### src/rtl/thre_ram_arbiter.sv
`timescale 1ns/1ps
// Arbitrates host threshold frames and calibration results onto the write port
// of the two-bank (lo: ch 0-31, hi: ch 32-63) spike-threshold RAM, tracking loaded channels.
module thre_ram_arbiter #(
   parameter int unsigned FAIR_LIMIT   = 8,
   parameter int unsigned HOST_TIMEOUT = 1024,
   parameter bit          SWAP_HOST    = 1'b1
) (
   input  logic        clk_in,
   input  logic        reset,
   input  logic        h_valid,
   input  logic        h_sop,
   input  logic        h_eop,
   input  logic [5:0]  h_addr,
   input  logic [15:0] h_data,
   output logic        h_ready,
   input  logic        c_valid,
   input  logic [5:0]  c_addr,
   input  logic [15:0] c_data,
   output logic        c_ready,
   input  logic        cal_freeze,
   input  logic        clr_map,
   output logic        ram_we_lo,
   output logic        ram_we_hi,
   output logic [4:0]  ram_wr_addr,
   output logic [15:0] ram_wr_data,
   output logic [63:0] loaded_map,
   output logic        all_loaded,
   output logic        arb_busy,
   output logic [15:0] frame_cnt,
   output logic        timeout_err
);

   typedef enum logic [1:0] {IDLE, HOST, FAIR, ENDF} state_t;

   localparam logic [7:0]  FairLim    = 8'(FAIR_LIMIT);
   localparam logic [15:0] TimeoutLim = 16'(HOST_TIMEOUT);

   state_t      state_q, state_d;
   logic [7:0]  runCnt_q, runCnt_d, runNext;
   logic [15:0] idleCnt_q, idleCnt_d;
   logic [15:0] frameCnt_q, frameCnt_d;
   logic        timeoutErr_q, timeoutErr_d;
   logic        weLo_q, weLo_d, weHi_q, weHi_d;
   logic [4:0]  wrAddr_q, wrAddr_d;
   logic [15:0] wrData_q, wrData_d;
   logic [63:0] map_q, map_d, writeBit;
   logic        allLoaded_q;
   logic        hReady, cReady, hostWrite;

   // The sop word accepted in IDLE counts as the first word of the fairness window.
   always_comb begin
      state_d      = state_q;
      runCnt_d     = runCnt_q;
      idleCnt_d    = idleCnt_q;
      frameCnt_d   = frameCnt_q;
      timeoutErr_d = 1'b0;
      runNext      = runCnt_q;
      hReady       = 1'b0;
      cReady       = 1'b0;
      hostWrite    = 1'b0;
      case (state_q)
         IDLE: begin
            hReady = 1'b1;
            cReady = !h_valid && !cal_freeze;
            if (h_valid && h_sop) begin
               hostWrite = 1'b1;
               runCnt_d  = 8'd1;
               idleCnt_d = 16'd0;
               state_d   = h_eop ? ENDF : HOST;
            end
         end
         HOST: begin
            hReady    = 1'b1;
            hostWrite = h_valid;
            runNext   = (runCnt_q >= FairLim) ? runCnt_q : runCnt_q + {7'd0, h_valid};
            runCnt_d  = runNext;
            idleCnt_d = h_valid ? 16'd0 : idleCnt_q + 16'd1;
            if (h_valid && h_eop) begin
               state_d = ENDF;
            end else if (!h_valid && (idleCnt_q + 16'd1 == TimeoutLim)) begin
               state_d      = IDLE;
               timeoutErr_d = 1'b1;
            end else if (c_valid && !cal_freeze && (runNext >= FairLim)) begin
               state_d  = FAIR;
               runCnt_d = 8'd0;
            end
         end
         FAIR: begin
            cReady  = !cal_freeze;
            state_d = HOST;
         end
         ENDF: begin
            frameCnt_d = frameCnt_q + 16'd1;
            state_d    = IDLE;
         end
         default: state_d = IDLE;
      endcase
   end

   // Host and calc acceptance are mutually exclusive, so the mux order is free.
   always_comb begin
      weLo_d   = 1'b0;
      weHi_d   = 1'b0;
      wrAddr_d = wrAddr_q;
      wrData_d = wrData_q;
      if (hostWrite) begin
         weLo_d   = !h_addr[5];
         weHi_d   = h_addr[5];
         wrAddr_d = h_addr[4:0];
         wrData_d = SWAP_HOST ? {h_data[7:0], h_data[15:8]} : h_data;
      end else if (c_valid && cReady) begin
         weLo_d   = !c_addr[5];
         weHi_d   = c_addr[5];
         wrAddr_d = c_addr[4:0];
         wrData_d = c_data;
      end
   end

   always_comb begin
      writeBit = '0;
      if (weLo_q || weHi_q) begin
         writeBit[{weHi_q, wrAddr_q}] = 1'b1;
      end
      map_d = (clr_map ? 64'd0 : map_q) | writeBit;
   end

   always_ff @(posedge clk_in or posedge reset) begin
      if (reset) begin
         state_q      <= IDLE;
         runCnt_q     <= '0;
         idleCnt_q    <= '0;
         frameCnt_q   <= '0;
         timeoutErr_q <= 1'b0;
         weLo_q       <= 1'b0;
         weHi_q       <= 1'b0;
         wrAddr_q     <= '0;
         wrData_q     <= '0;
         map_q        <= '0;
         allLoaded_q  <= 1'b0;
      end else begin
         state_q      <= state_d;
         runCnt_q     <= runCnt_d;
         idleCnt_q    <= idleCnt_d;
         frameCnt_q   <= frameCnt_d;
         timeoutErr_q <= timeoutErr_d;
         weLo_q       <= weLo_d;
         weHi_q       <= weHi_d;
         wrAddr_q     <= wrAddr_d;
         wrData_q     <= wrData_d;
         map_q        <= map_d;
         allLoaded_q  <= &map_q;
      end
   end

   // Readies are gated by reset so they drop the instant reset asserts.
   assign h_ready     = hReady && !reset;
   assign c_ready     = cReady && !reset;
   assign ram_we_lo   = weLo_q;
   assign ram_we_hi   = weHi_q;
   assign ram_wr_addr = wrAddr_q;
   assign ram_wr_data = wrData_q;
   assign loaded_map  = map_q;
   assign all_loaded  = allLoaded_q;
   assign arb_busy    = (state_q != IDLE);
   assign frame_cnt   = frameCnt_q;
   assign timeout_err = timeoutErr_q;

endmodule

### config.mk
export PLATFORM = sky130hd
export DESIGN_NAME = thre_ram_arbiter
export DESIGN_NICKNAME = d
export VERILOG_FILES = /design/src/rtl/thre_ram_arbiter.sv
export SDC_FILE = /design/constraint.sdc
export NUM_CORES = 1
export LEC_CHECK = 0
export CAP_MARGIN = 20
export CORE_MARGIN = 5
export CORE_UTILIZATION = 40
export DETAILED_ROUTE_END_ITERATION = 12
export DONT_BUFFER_PORTS = 1
export HOLD_SLACK_MARGIN = 0.08
export PLACE_DENSITY = 0.66
export REMOVE_ABC_BUFFERS = 1
export SYNTH_ARGS = -nofsm -noshare
export SYNTH_HDL_FRONTEND = slang
export SYNTH_SLANG_ARGS = --single-unit
### constraint.sdc
create_clock -name clk_in -period 4.4 [get_ports clk_in]
set_input_delay 0.66 -clock clk_in [delete_from_list [all_inputs] [get_ports clk_in]]
set_output_delay 0.66 -clock clk_in [all_outputs]
set_load 0.01 [all_outputs]
After elaboration in Yosys (flattened, before gate mapping)
Cells that the tools add are included.

word-level totals
  flip-flop bits (word level) = 131
  latch bits = 0
  memory bits (writable) = 0
  bits in read-only memories = 0
  memories = 0

cells by class
  add/subtract/negate cells = 3
  $mul = 0
  div/mod/pow operators = 0
  $lt $le $gt $ge = 4
  eq/ne operators = 6
  shifts and indexed selects = 0
  muxes and demuxes = 34
  bitwise operators = 1
  reductions and logical operators = 24

operator list
  kind                                                               count
  2-to-1 mux 64 bit                                                  2
  2-to-1 mux 16 bit                                                  4
  bitwise OR 64 bit                                                  1
  AND reduction 64 bit                                               1
  2-to-1 mux 8 bit                                                   5
  adder 16 x 1 -> 16 bit, second input constant                      2
  case mux 16 bit (2 select lines)                                   1
  == test 16 x 11 -> 1 bit, second input constant                    1
  greater-or-equal comparator 8 x 4 -> 1 bit, second input constant  2
  case mux 8 bit (2 select lines)                                    1
  logical AND 1 bit                                                  10
  2-to-1 mux 1 bit                                                   10
  2-to-1 mux 2 bit                                                   5
  2-to-1 mux 5 bit                                                   2
  adder 8 x 1 -> 8 bit                                               1
  case mux 2 bit (4 select lines)                                    1
  less-than comparator 6 x 7 -> 1 bit, second input constant         1
  demux 1 bit (select 6 bit)                                         1
  greater-or-equal comparator 6 x 1 -> 1 bit, second input constant  1
  nonzero test 2 bit                                                 3
  zero test 1 bit                                                    5
  == test 2 bit, second input constant                               2
  != test 4 bit, second input constant                               1
  case mux 1 bit (2 select lines)                                    2
  other kinds (6)                                                    7

Depth between registers and ports, before layout
  depth in word-level cells = 8
  depth in mapped cells = 8
  gate-level depth less buffers = 8

Worst setup path after synthesis
OpenSTA, ideal clock, no wires.

  kind = flip-flop to flip-flop
  start = register idleCnt_q[0]
  end = register runCnt_q[1]
  setup time = 0.066 ns
  data arrival time = 2.181 ns
  data required time = 4.334 ns
  path slack = 2.153 ns
  cell stages (with the launch flop) = 9
  buffers on the path = 0
  period minus slack after synthesis = 2.247 ns
  path through = dfrtp_1 ha_1 a21boi_1 a21oi_1 o32a_1 a2111oi_4 o2111ai_4 a21oi_4 a221o_1

between the ends
  longest elaborated chain between the ends = 6

ends and longest elaborated chain
  item                             RTL line  source
  start: declaration               41        logic [15:0] idleCnt_q, idleCnt_d;
  start signal: assignment         144       idleCnt_q <= idleCnt_d;
  adder 16 x 1 -> 16 bit           81        end else if (!h_valid && (idleCnt_q + 16'd1 == TimeoutLim)) begin
  == test 16 x 11 -> 1 bit         81
  logical AND 1 bit                81
  2-to-1 mux 8 bit                 81
  2-to-1 mux 8 bit                 79        if (h_valid && h_eop) begin
  case mux 8 bit (2 select lines)  62        case (state_q)
  end signal: assignment           143       runCnt_q <= runCnt_d;
  end: declaration                 40        logic [7:0] runCnt_q, runCnt_d, runNext;

Every way passes these cells.
A chain may end at the register's enable or synchronous reset.

Final worst setup path
  start = register idleCnt_q[0]
  end = register state_q[0]

between the ends
  longest elaborated chain between the ends = 6
  elaborated cells on any way between the ends = 8
  those cells by class = add/sub (1); eq/ne (2); mux (3); reduce/logical (2)

ends and longest elaborated chain
  item                             RTL line  source
  adder 16 x 1 -> 16 bit *         81
  == test 16 x 11 -> 1 bit *       81
  logical AND 1 bit *              81
  2-to-1 mux 2 bit                 81
  2-to-1 mux 2 bit                 79
  case mux 2 bit (4 select lines)  62
  end signal: assignment           142       state_q <= state_d;
  end: declaration                 39        state_t state_q, state_d;

Every way passes the cells marked *; elsewhere a longest branch is shown, timed or not.

==> impl_metrics.csv <==
group,metric,value,unit
pwr,p_per_area,583.1,mW/mm^2
sta,fin_crit,2.588,ns
placed_design,dp_hpwl,10880,microns
routing,vias,4652,
clock_network,post_cts_buffers,0,
cells_and_area,antennaDiodeCount,0,
clock_network,clock_latency,0.42,ns
placed_design,finalWeightedCongestion,0.8653,
placed_design,dp.cells,770,
clock_network,htree_levels,4,
setup_path,cp_max_fo,8,
floorplan,dieWidth,133.2,microns
cells_and_area,final_cells,802,
grt,antenna_found_initial,0,
floorplan,rows,45,
sta,fin_tns_setup,0,ns
sta,max_slew_margin,43.89,%
clock_network,clock_sinks,131,
clock_network,cts.path.max_buffers,2,
synth,ys.flop_type,"dfrtp_1",
sta,hold_viol,0,
synth,synthDistinctLibCells,57,
clock_network,hold_buffers,0,
synth,synth_seq_cells,131,
setup_path,reg2reg_from,"idleCnt_q[0]",
cells_and_area,post_route_cells_drive_above_1_share,8.958,%
clock_network,cts_tree,"yes",
synth,yosys_warnings,0,
synth,synth_edf_count,0,
grt,grt_overflow_total,0,
floorplan,ioPinCount,160,
routing,drt_wl_total,15490,microns
routing,ant_nets,0,
setup_path,cp-end-kind,"flip-flop",
grt,grt_max_degree,68,
floorplan,die_y,133.2,microns
setup_path,crit_required,4.67,ns
clock_network,clk_pin_slew,0.06,ns
routing,wl_per_cell,19.31,microns
sta,fmax,0.3863,GHz
synth,synth_cells,614,
flow_run,drv_cap,0,
placed_design,placed_cell_area,0.006195,sq mm
sta,fin_skew,0.006501,ns
synth,ys_async_sr_fraction,100.0,%
routing,drcViolationCount,0,
clock_network,clockRootBuffer,"clkbuf_16",
clock_network,ctsResizeCount,0,
setup_path,startpoint,"idleCnt_q[0]",
sta,final-setup-viol-count,0,
synth,ys_seq_area_share,54.02,%
routing,avgViaCountPerCell,5.800,
sta,worst_pin_slew,0.8385,ns
grt,grt_pass1_wl,25050,microns
sta,rsz0062_at_grt,"no",
cells_and_area,final_area,0.006829,sq mm
setup_path,arrival,2.86,ns
min_path,worstHoldPathType,"in -> async",
grt,grt_pass1_vias,4646,
setup_path,path_class,"reg -> reg",
pwr,ir_drop,488.6,uV
floorplan,core_area,0.01503,sq mm
sta,fin_crit_sh,58.83,%
status,outcome,"finished, final reports clean",
placed_design,portBuffers,0,
floorplan,initial_core_util,40.37,%
cells_and_area,areaGrowthSynthToFinish,12.54,%
synth,syn-cell-area,0.006068,sq mm
floorplan,dieArea,0.01773,sq mm
setup_path,cp-start-kind,"flip-flop",
routing,drtIter0Drc,281,
sta,slew_viol_final,0,
pwr,power_leakage,2.772,nW
routing,drt_pass1_iterations,4,
synth,syn_avg_cell_area,9.883,sq um
grt,grt_usage,17.55,%
cells_and_area,num-nets-final,658,
clock_network,numCtsBuffers,17,
-- Yosys cell counts (all sizes together), types with 4 or more instances --
cell / instances / area [sq um]
mux2i: 22 / 220.2
o21a: 5 / 37.54
o21ai: 21 / 105.1
nand3: 19 / 100.1
nand2: 40 / 150.1
a21oi: 33 / 176.4
nand2b: 6 / 37.54
ha: 5 / 62.56
a31oi: 5 / 31.28
o31ai: 4 / 30.03
nor2: 43 / 168.9
nor4: 11 / 75.07
or2: 6 / 37.54
xnor2: 14 / 122.6
inv: 70 / 262.8
nand4: 26 / 162.7
o22ai: 66 / 412.9
clkbuf: 26 / 97.59
buf: 9 / 52.55
dfrtp: 131 / 3278
xor2: 4 / 35.03
nor2b: 6 / 37.54
-- cell usage in the layout (no fill, tap or decap), drive strengths merged, types with 4 or more instances in the layout --
cell type    n
a21oi       33
a31oi        5
clkbuf      20
dfrtp      131
ha           5
inv         75
mux2i       22
nand2       40
nand2b       6
nand3       19
nand4       26
nor2        43
nor2b        6
nor4        11
o21a         5
o21ai       21
o22ai       66
o31ai        4
or2          6
xnor2       14
xor2         4
-- critical path: stages, from the launching register on --
cell and delay (ns):
dfrtp_1 0.44, ha_1 0.32, a21boi_1 0.21, a21oi_1 0.09, o32a_1 0.34, a2111oi_4 0.38, o2111ai_4 0.27, a21boi_0 0.28
o22ai_1 0.11
-- sequential cells by signal (all words and copies together) (netlist names) --
| name | cells |
|---|---|
| state_q | 2 |
| ram_wr_addr | 5 |
| timeout_err | 1 |
| idleCnt_q | 16 |
| ram_we_lo | 1 |
| runCnt_q | 8 |
| loaded_map | 64 |
| all_loaded | 1 |
| ram_we_hi | 1 |
| ram_wr_data | 16 |
| frame_cnt | 16 |
-- metal layers --
| metal | up-vias | GRT usage [%] | wire length (microns) |
|---|---|---|---|
| li1 | 2157 | - | - |
| met1 | 2303 | 20.90 | 6168 |
| met2 | 177 | 28.95 | 7584 |
| met3 | 15 | 7.591 | 1557 |
| met4 | 0 | 5.314 | 177 |
| met5 | - | 0 | 0 |
-- report_power, final --
group	switching [W]	total [W]	internal (W)	leakage, nW
Clock	0.000552	0.00150	0.000948	0.302
Combinational	0.000460	0.000740	0.000280	0.723
Sequential	0.000348	0.00174	0.00139	1.75
-- area by class of cell --
cell class                 count  area (sq um)
inverter                      70         265.3
tap                          188         235.2
multi-input combinational    378          2381
fill                        1378          8204
clock buffer                  20         466.7
sequential                   131          3278
clock inverter                12         167.7
timing repair buffer           3         35.03
-- per-stage QoR --
stage	utilization, %	power (W)	worst slack (ns)	hold slack (ns)
6_report	45.43	0.003982	1.812	0.2687
4_1_cts	45.43	0.004014	1.834	0.3019
3_3_place_gp	41.21	0.002458	1.972	0.4593
2_1_floorplan	-	0.002240	0.2423	0.4487
5_1_grt	45.43	0.004190	1.611	0.3273
3_5_place_dp	41.21	0.002503	1.844	0.4764
-- path summary, 6_finish.rpt --
kind	end	slack, ns	cells past startpoint
min in group clk_in	loaded_map[15]	0.35	1
max in group asynchronous	loaded_map[1]	3.29	2
min reg2reg	runCnt_q[4]	0.49	1
max	state_q[0]	1.81	8
min	ram_wr_data[7]	0.27	1
max reg2reg	state_q[0]	1.81	8
-- cell families (layout without fill, tap and decap cells) --
kind of cell	Yosys count	in the layout	share of synthesized area (%)
mux	24	24	4.000
xor+xnor	18	18	2.598
compound gates	151	151	16.08
flops	131	131	54.02
fa+ha+maj	5	5	1.031
buf+inv	105	105	6.804
simple gates	180	180	15.46
No activity file was read; power rests on OpenSTA's default activity.
